===== src/rtl/branch_resolve_ctrl_pkg.sv =====
// Shared types for branch resolution: FSM states, the per-stage tracking entry
// and the two-bit counter encodings used by the direction predictor.
package branch_pkg;

  localparam int unsigned PC_W = 32;

  typedef enum logic {
    RUN     = 1'b0,
    RECOVER = 1'b1
  } br_state_e;

  typedef struct packed {
    logic            valid;
    logic            pred;
    logic [PC_W-1:0] pc;
    logic [PC_W-1:0] target;
    logic [PC_W-1:0] fallthru;
  } br_entry_t;

  localparam br_entry_t BR_ENTRY_RST = '{
    valid:    1'b0,
    pred:     1'b0,
    pc:       '0,
    target:   '0,
    fallthru: '0
  };

  typedef enum logic [1:0] {
    CNT_SNT = 2'b00,
    CNT_WNT = 2'b01,
    CNT_WT  = 2'b10,
    CNT_ST  = 2'b11
  } bp_cnt_e;

  function automatic bp_cnt_e bp_cnt_next(input bp_cnt_e cur, input logic take);
    bp_cnt_e nxt;
    nxt = cur;
    case (cur)
      CNT_SNT: nxt = take ? CNT_WNT : CNT_SNT;
      CNT_WNT: nxt = take ? CNT_WT  : CNT_SNT;
      CNT_WT:  nxt = take ? CNT_ST  : CNT_WNT;
      CNT_ST:  nxt = take ? CNT_ST  : CNT_WT;
      default: nxt = CNT_WNT;
    endcase
    return nxt;
  endfunction

  // Fetch PC the pipeline should have followed, given the resolved direction.
  function automatic logic [PC_W-1:0] redirect_target(input br_entry_t e, input logic take);
    return take ? e.target : e.fallthru;
  endfunction

endpackage


===== src/rtl/branch_resolve_ctrl_br_track_reg.sv =====
// One branch tracking entry (E or M stage). Priority: flush > hold > capture;
// a flush clears only the valid bit.
module br_track_reg
  import branch_pkg::*;
(
  input  logic      clk,
  input  logic      rst,
  input  logic      flush,
  input  logic      hold,
  input  br_entry_t d,
  output br_entry_t q
);

  br_entry_t entry_q;
  br_entry_t entry_d;

  always_comb begin
    entry_d = d;
    if (flush) begin
      entry_d       = entry_q;
      entry_d.valid = 1'b0;
    end else if (hold) begin
      entry_d = entry_q;
    end
  end

  always_ff @(posedge clk) begin
    if (rst) begin
      entry_q <= BR_ENTRY_RST;
    end else begin
      entry_q <= entry_d;
    end
  end

  assign q = entry_q;

endmodule


===== src/rtl/branch_resolve_ctrl.sv =====
// Carries D-stage branch predictions through E and M, resolves them in M,
// updates the predictor and runs the mispredict flush/redirect handshake.
module branch_resolve_ctrl
  import branch_pkg::*;
#(
  parameter int unsigned CNT_W = 32
) (
  input  logic             clk,
  input  logic             rst,
  input  logic             stallE,
  input  logic             stallM,
  input  logic             flushE_ext,
  input  logic             branchD,
  input  logic             pred_takeD,
  input  logic [31:0]      pcD,
  input  logic [31:0]      targetD,
  input  logic [31:0]      fallthruD,
  input  logic             actual_takeM,
  input  logic             redirect_ready,
  output logic             upd_en,
  output logic [31:0]      upd_pc,
  output logic             upd_take,
  output logic             mispredM,
  output logic             flush_req,
  output logic             redirect_valid,
  output logic [31:0]      redirect_pc,
  output logic [CNT_W-1:0] branch_cnt,
  output logic [CNT_W-1:0] mispred_cnt
);

  br_entry_t e_in;
  br_entry_t e_ent;
  br_entry_t m_in;
  br_entry_t m_ent;

  br_state_e        state_q;
  br_state_e        state_d;
  logic             redirect_valid_q;
  logic             redirect_valid_d;
  logic [31:0]      redirect_pc_q;
  logic [31:0]      redirect_pc_d;
  logic [CNT_W-1:0] branch_cnt_q;
  logic [CNT_W-1:0] branch_cnt_d;
  logic [CNT_W-1:0] mispred_cnt_q;
  logic [CNT_W-1:0] mispred_cnt_d;

  logic resolve_m;
  logic mispred_m;
  logic flush_all;
  logic e_flush;

  always_comb begin
    e_in          = BR_ENTRY_RST;
    e_in.valid    = branchD;
    e_in.pred     = pred_takeD;
    e_in.pc       = pcD;
    e_in.target   = targetD;
    e_in.fallthru = fallthruD;
  end

  // A stalled E feeding a moving M must not duplicate its branch into M.
  always_comb begin
    m_in = e_ent;
    if (stallE) begin
      m_in.valid = 1'b0;
    end
  end

  assign resolve_m = m_ent.valid & ~stallM & (state_q == RUN);
  assign mispred_m = resolve_m & (m_ent.pred != actual_takeM);
  assign flush_all = mispred_m | (state_q == RECOVER);
  assign e_flush   = flushE_ext | flush_all;

  br_track_reg u_track_e (
    .clk   (clk),
    .rst   (rst),
    .flush (e_flush),
    .hold  (stallE),
    .d     (e_in),
    .q     (e_ent)
  );

  // Clearing M on flush_all retires the mispredicted branch and keeps M empty
  // for the whole recovery, even if M is stalled.
  br_track_reg u_track_m (
    .clk   (clk),
    .rst   (rst),
    .flush (flush_all),
    .hold  (stallM),
    .d     (m_in),
    .q     (m_ent)
  );

  always_comb begin
    state_d          = state_q;
    redirect_valid_d = redirect_valid_q;
    redirect_pc_d    = redirect_pc_q;
    case (state_q)
      RUN: begin
        if (mispred_m) begin
          state_d          = RECOVER;
          redirect_valid_d = 1'b1;
          redirect_pc_d    = redirect_target(m_ent, actual_takeM);
        end
      end
      RECOVER: begin
        if (redirect_ready) begin
          state_d          = RUN;
          redirect_valid_d = 1'b0;
        end
      end
      default: begin
        state_d          = RUN;
        redirect_valid_d = 1'b0;
      end
    endcase
  end

  always_comb begin
    branch_cnt_d  = branch_cnt_q + CNT_W'(resolve_m);
    mispred_cnt_d = mispred_cnt_q + CNT_W'(mispred_m);
  end

  always_ff @(posedge clk) begin
    if (rst) begin
      state_q          <= RUN;
      redirect_valid_q <= 1'b0;
      redirect_pc_q    <= '0;
      branch_cnt_q     <= '0;
      mispred_cnt_q    <= '0;
    end else begin
      state_q          <= state_d;
      redirect_valid_q <= redirect_valid_d;
      redirect_pc_q    <= redirect_pc_d;
      branch_cnt_q     <= branch_cnt_d;
      mispred_cnt_q    <= mispred_cnt_d;
    end
  end

  assign upd_en         = resolve_m;
  assign upd_pc         = m_ent.pc;
  assign upd_take       = actual_takeM;
  assign mispredM       = mispred_m;
  assign flush_req      = flush_all;
  assign redirect_valid = redirect_valid_q;
  assign redirect_pc    = redirect_pc_q;
  assign branch_cnt     = branch_cnt_q;
  assign mispred_cnt    = mispred_cnt_q;

endmodule


===== config.mk =====
export PLATFORM = sky130hd
export DESIGN_NAME = branch_resolve_ctrl
export DESIGN_NICKNAME = d
export VERILOG_FILES = /design/src/rtl/branch_resolve_ctrl_pkg.sv /design/src/rtl/branch_resolve_ctrl_br_track_reg.sv /design/src/rtl/branch_resolve_ctrl.sv
export SDC_FILE = /design/constraint.sdc
export NUM_CORES = 1
export LEC_CHECK = 0
export BUFFER_PORTS_ARGS = -buffer_cell sky130_fd_sc_hd__buf_4
export CAP_MARGIN = 20
export CELL_PAD_IN_SITES_DETAIL_PLACEMENT = 1
export CELL_PAD_IN_SITES_GLOBAL_PLACEMENT = 1
export CORE_MARGIN = 4
export CORE_UTILIZATION = 44
export DETAILED_ROUTE_END_ITERATION = 10
export MAX_ROUTING_LAYER = met4
export PLACE_DENSITY_LB_ADDON = 0.1
export SYNTH_ARGS = -nofsm -noshare
export SYNTH_HDL_FRONTEND = slang
export SYNTH_SLANG_ARGS = --single-unit

===== constraint.sdc =====
create_clock -name clk -period 6.8 [get_ports clk]
set_input_delay 0.34 -clock clk [delete_from_list [all_inputs] [get_ports clk]]
set_output_delay 0.34 -clock clk [all_outputs]
set_load 0.005 [all_outputs]

==> metrics <==
Req. time, crit path 7.23 ns; CTS tree yes; Cell Area, Synth 0.01142 sq mm; max-slew violation count 0; cell with the most instances after synthesis dfxtp_1; worst min-delay path category input pin to register; IO buf count 237; setup TNS 0 ns; dominant cells by area after synthesis dfxtp_1, mux2i_1, nand2_1; Max Freq 333.4 MHz; Clock Skews 0.01229 ns; largest net degree at the start of global routing 122; routability cong. 0.7377; Power, Total 3.694 mW; Synth Area in XOR/XNOR 1.840%; status finished, final reports clean; Synth async-reset ratio 0%; number of max-cap violations 0; Worst Setup End Kind register; average routed wire per standard cell 17.02 um; Max Fanout on Critical Path 18; post-synth top area cell dfxtp_1; htree depth 1; number of setup buffers added after CTS 0; NumNets Final 1549; clock slew at reported path FFs 0.06 ns; Worst path max stage delay 0.77 ns; via/cell ratio 5.239; crit path kind register to register; worst hold path cell count 3; clk sinks 294; Total Routed Length 30.58 mm; worst skew pair latency 0.56 ns; Mapped Cells 1271; worst path arrival time 3.43 ns; Synth top cells by count dfxtp_1, nand2_1, nor2_1; Compound-Gate Fraction of Synth Area 10.08%; post-synthesis adder-cell area fraction 0.4382%; leak pwr 5.546 nW; average cell area after synthesis 8.986 sq um; first-pass GRT wire length 49.65 mm; hold path endpoint u_track_e.q[19]$_SDFFE_PP0P_; Worst Hold Launch fallthruD[19]; gr usage total 21.37%; largest family of logic cells by synthesized area simple AND/OR/NAND/NOR gates; Die Y-Extent 169.1 um; # DRC 0; pwr dens 259.4 mW/mm^2; Synth Area in Simple Gates 18.55%; Reg-to-Reg Start u_track_m.q[97]$_SDFFE_PP0N_; vias in the first global route 9693; io pins 238; reg2reg end branch_cnt[31]$_SDFF_PP0_; Final period util 44.11%; drt pass-1 iters 4; Max IR drop VDD 0.0001689 V; syn_nets 1380; Worst Max-Slew Pin Slew 1.079 ns; setup slack, reg-to-reg 3.80 ns; clock root cell clkbuf_16; GR Overflow Total 0; Post-synth EDFFs 0; post-route ant nets 0; synth-to-layout area growth 24.68%; YS warnings 0; Synth Register Bits 294; Max-slew headroom 28.07%; filler cell count 2938; hold_buf cts 9; CTS max path bufs 3; Starting Density 45.09%; Min Clock Period, post-route 3.000 ns; Netlist cell types 37; Worst Reg-to-Reg Cells 6; number of setup violations in the final report 0; die area 0.02860 sq mm; Seq/Total Area, Yosys 51.53%; CP Launch Type register; clock buffer count from CTS 31; Main synth FF type dfxtp_1; row count 58; worst-path cell chain nor3b_1 > ha_1 > nand4_1 > or4_1 > nor4_1 > mux2_1; Fin. Hold Viols 0; share of cells above drive strength 1 21.02%; initial DRC count 542; dpl hpwl 19.68 mm; initial antenna violation count 2; die width 169.1 um; unrepaired setup endpoints after global routing no; via count 9414; Synth top area share 51.53%; multiplexer area fraction after synthesis 11.79%; cts repair resizes 0; Crit-path slowest cell or4_1; core area 0.02533 sq mm
==> per-layer routing <==
| layer | GRT usage [%] | vias to the layer above | wire, um |
|---|---|---|---|
| met1 | 26.52 | 4530 | 13420 |
| li1 | - | 4634 | - |
| met5 | - | - | 0 |
| met2 | 36.51 | 194 | 15020 |
| met4 | 5.880 | 0 | 718 |
| met3 | 3.223 | 56 | 1416 |
==> cell usage in the layout, fill, tap and decap left out, drive strengths merged, types with 16 or more instances in the layout <==
cell type and n:
dfxtp 294, buf 245, nand2 212, nor2 161, a21oi 133, mux2i 130, clkbuf 48, a211oi 33
nand3 24, or4 19, or3 18, o31ai 17, o21ai 16, xnor2 16
==> critical path, delay by kind of cell (launching register included) <==
kind | cells | cell delay (ns)
mux | 1 | 0.36
simple gates | 4 | 1.82
flops | 1 | 0.44
fa+ha+maj | 1 | 0.27
==> sequential cells by signal, summed over array words and instances (netlist names) <==
register	cells
state_q	1
redirect_valid	1
branch_cnt	32
mispred_cnt	32
u_track_m.q	98
redirect_pc	32
u_track_e.q	98
==> stage by stage <==
stage	instance area, sq um	utilization (%)	setup WS [ns]	hold WS (ns)	cells
final	14240	56.22	3.800	0.02156	1797
after global routing	14240	56.22	3.557	0.004708	1797
after CTS	14210	56.10	3.815	0.0002344	1794
after detailed placement	13080	51.64	3.293	0.4473	1727
after global placement	13080	51.64	3.359	0.4370	1727
after floorplan	11420	-	3.567	0.4185	1271
==> where the power goes <==
part	leakage [nW]	internal [mW]	total (mW)	switching [mW]
Sequential	2.38	1.77	1.79	0.0231
Combinational	2.64	0.101	0.218	0.117
Clock	0.524	1.00	1.69	0.684
Total	5.55	2.87	3.69	0.824
==> how the worst max path moves through the flow <==
stage,start,to,cells past startpoint
after detailed placement,actual_takeM,mispred_cnt[30]$_SDFF_PP0_,9
after global routing,u_track_m.q[97]$_SDFFE_PP0N_,branch_cnt[31]$_SDFF_PP0_,6
after CTS,u_track_m.q[97]$_SDFFE_PP0N_,branch_cnt[31]$_SDFF_PP0_,6
after floorplan,actual_takeM,mispred_cnt[30]$_SDFF_PP0_,12
final,u_track_m.q[97]$_SDFFE_PP0N_,branch_cnt[31]$_SDFF_PP0_,6
after global placement,actual_takeM,mispred_cnt[30]$_SDFF_PP0_,9
==> layout make-up <==
cell class                 count  area (sq um)  area share [%]
timing repair buffer         254          1957           13.74
clock buffer                  48         959.7           6.739
antenna                        2         5.005         0.03515
clock inverter                10         78.83          0.5536
multi-input combinational    848          4900           34.41
inverter                      11         41.29          0.2900
tap                          330         412.9           2.900
sequential                   294          5886           41.33
==> cell families (layout without fill, tap and decap cells) <==
kind of cell	after synthesis	after routing
other	0	2
adders and majority gates	4	4
AOI/OAI and AO/OA	202	202
and+or+nand+nor	484	484
xor gates and xnor gates	24	24
muxes	134	134
buffers and inverters	129	323
DFF	294	294
No activity file was read; power rests on OpenSTA's default activity.
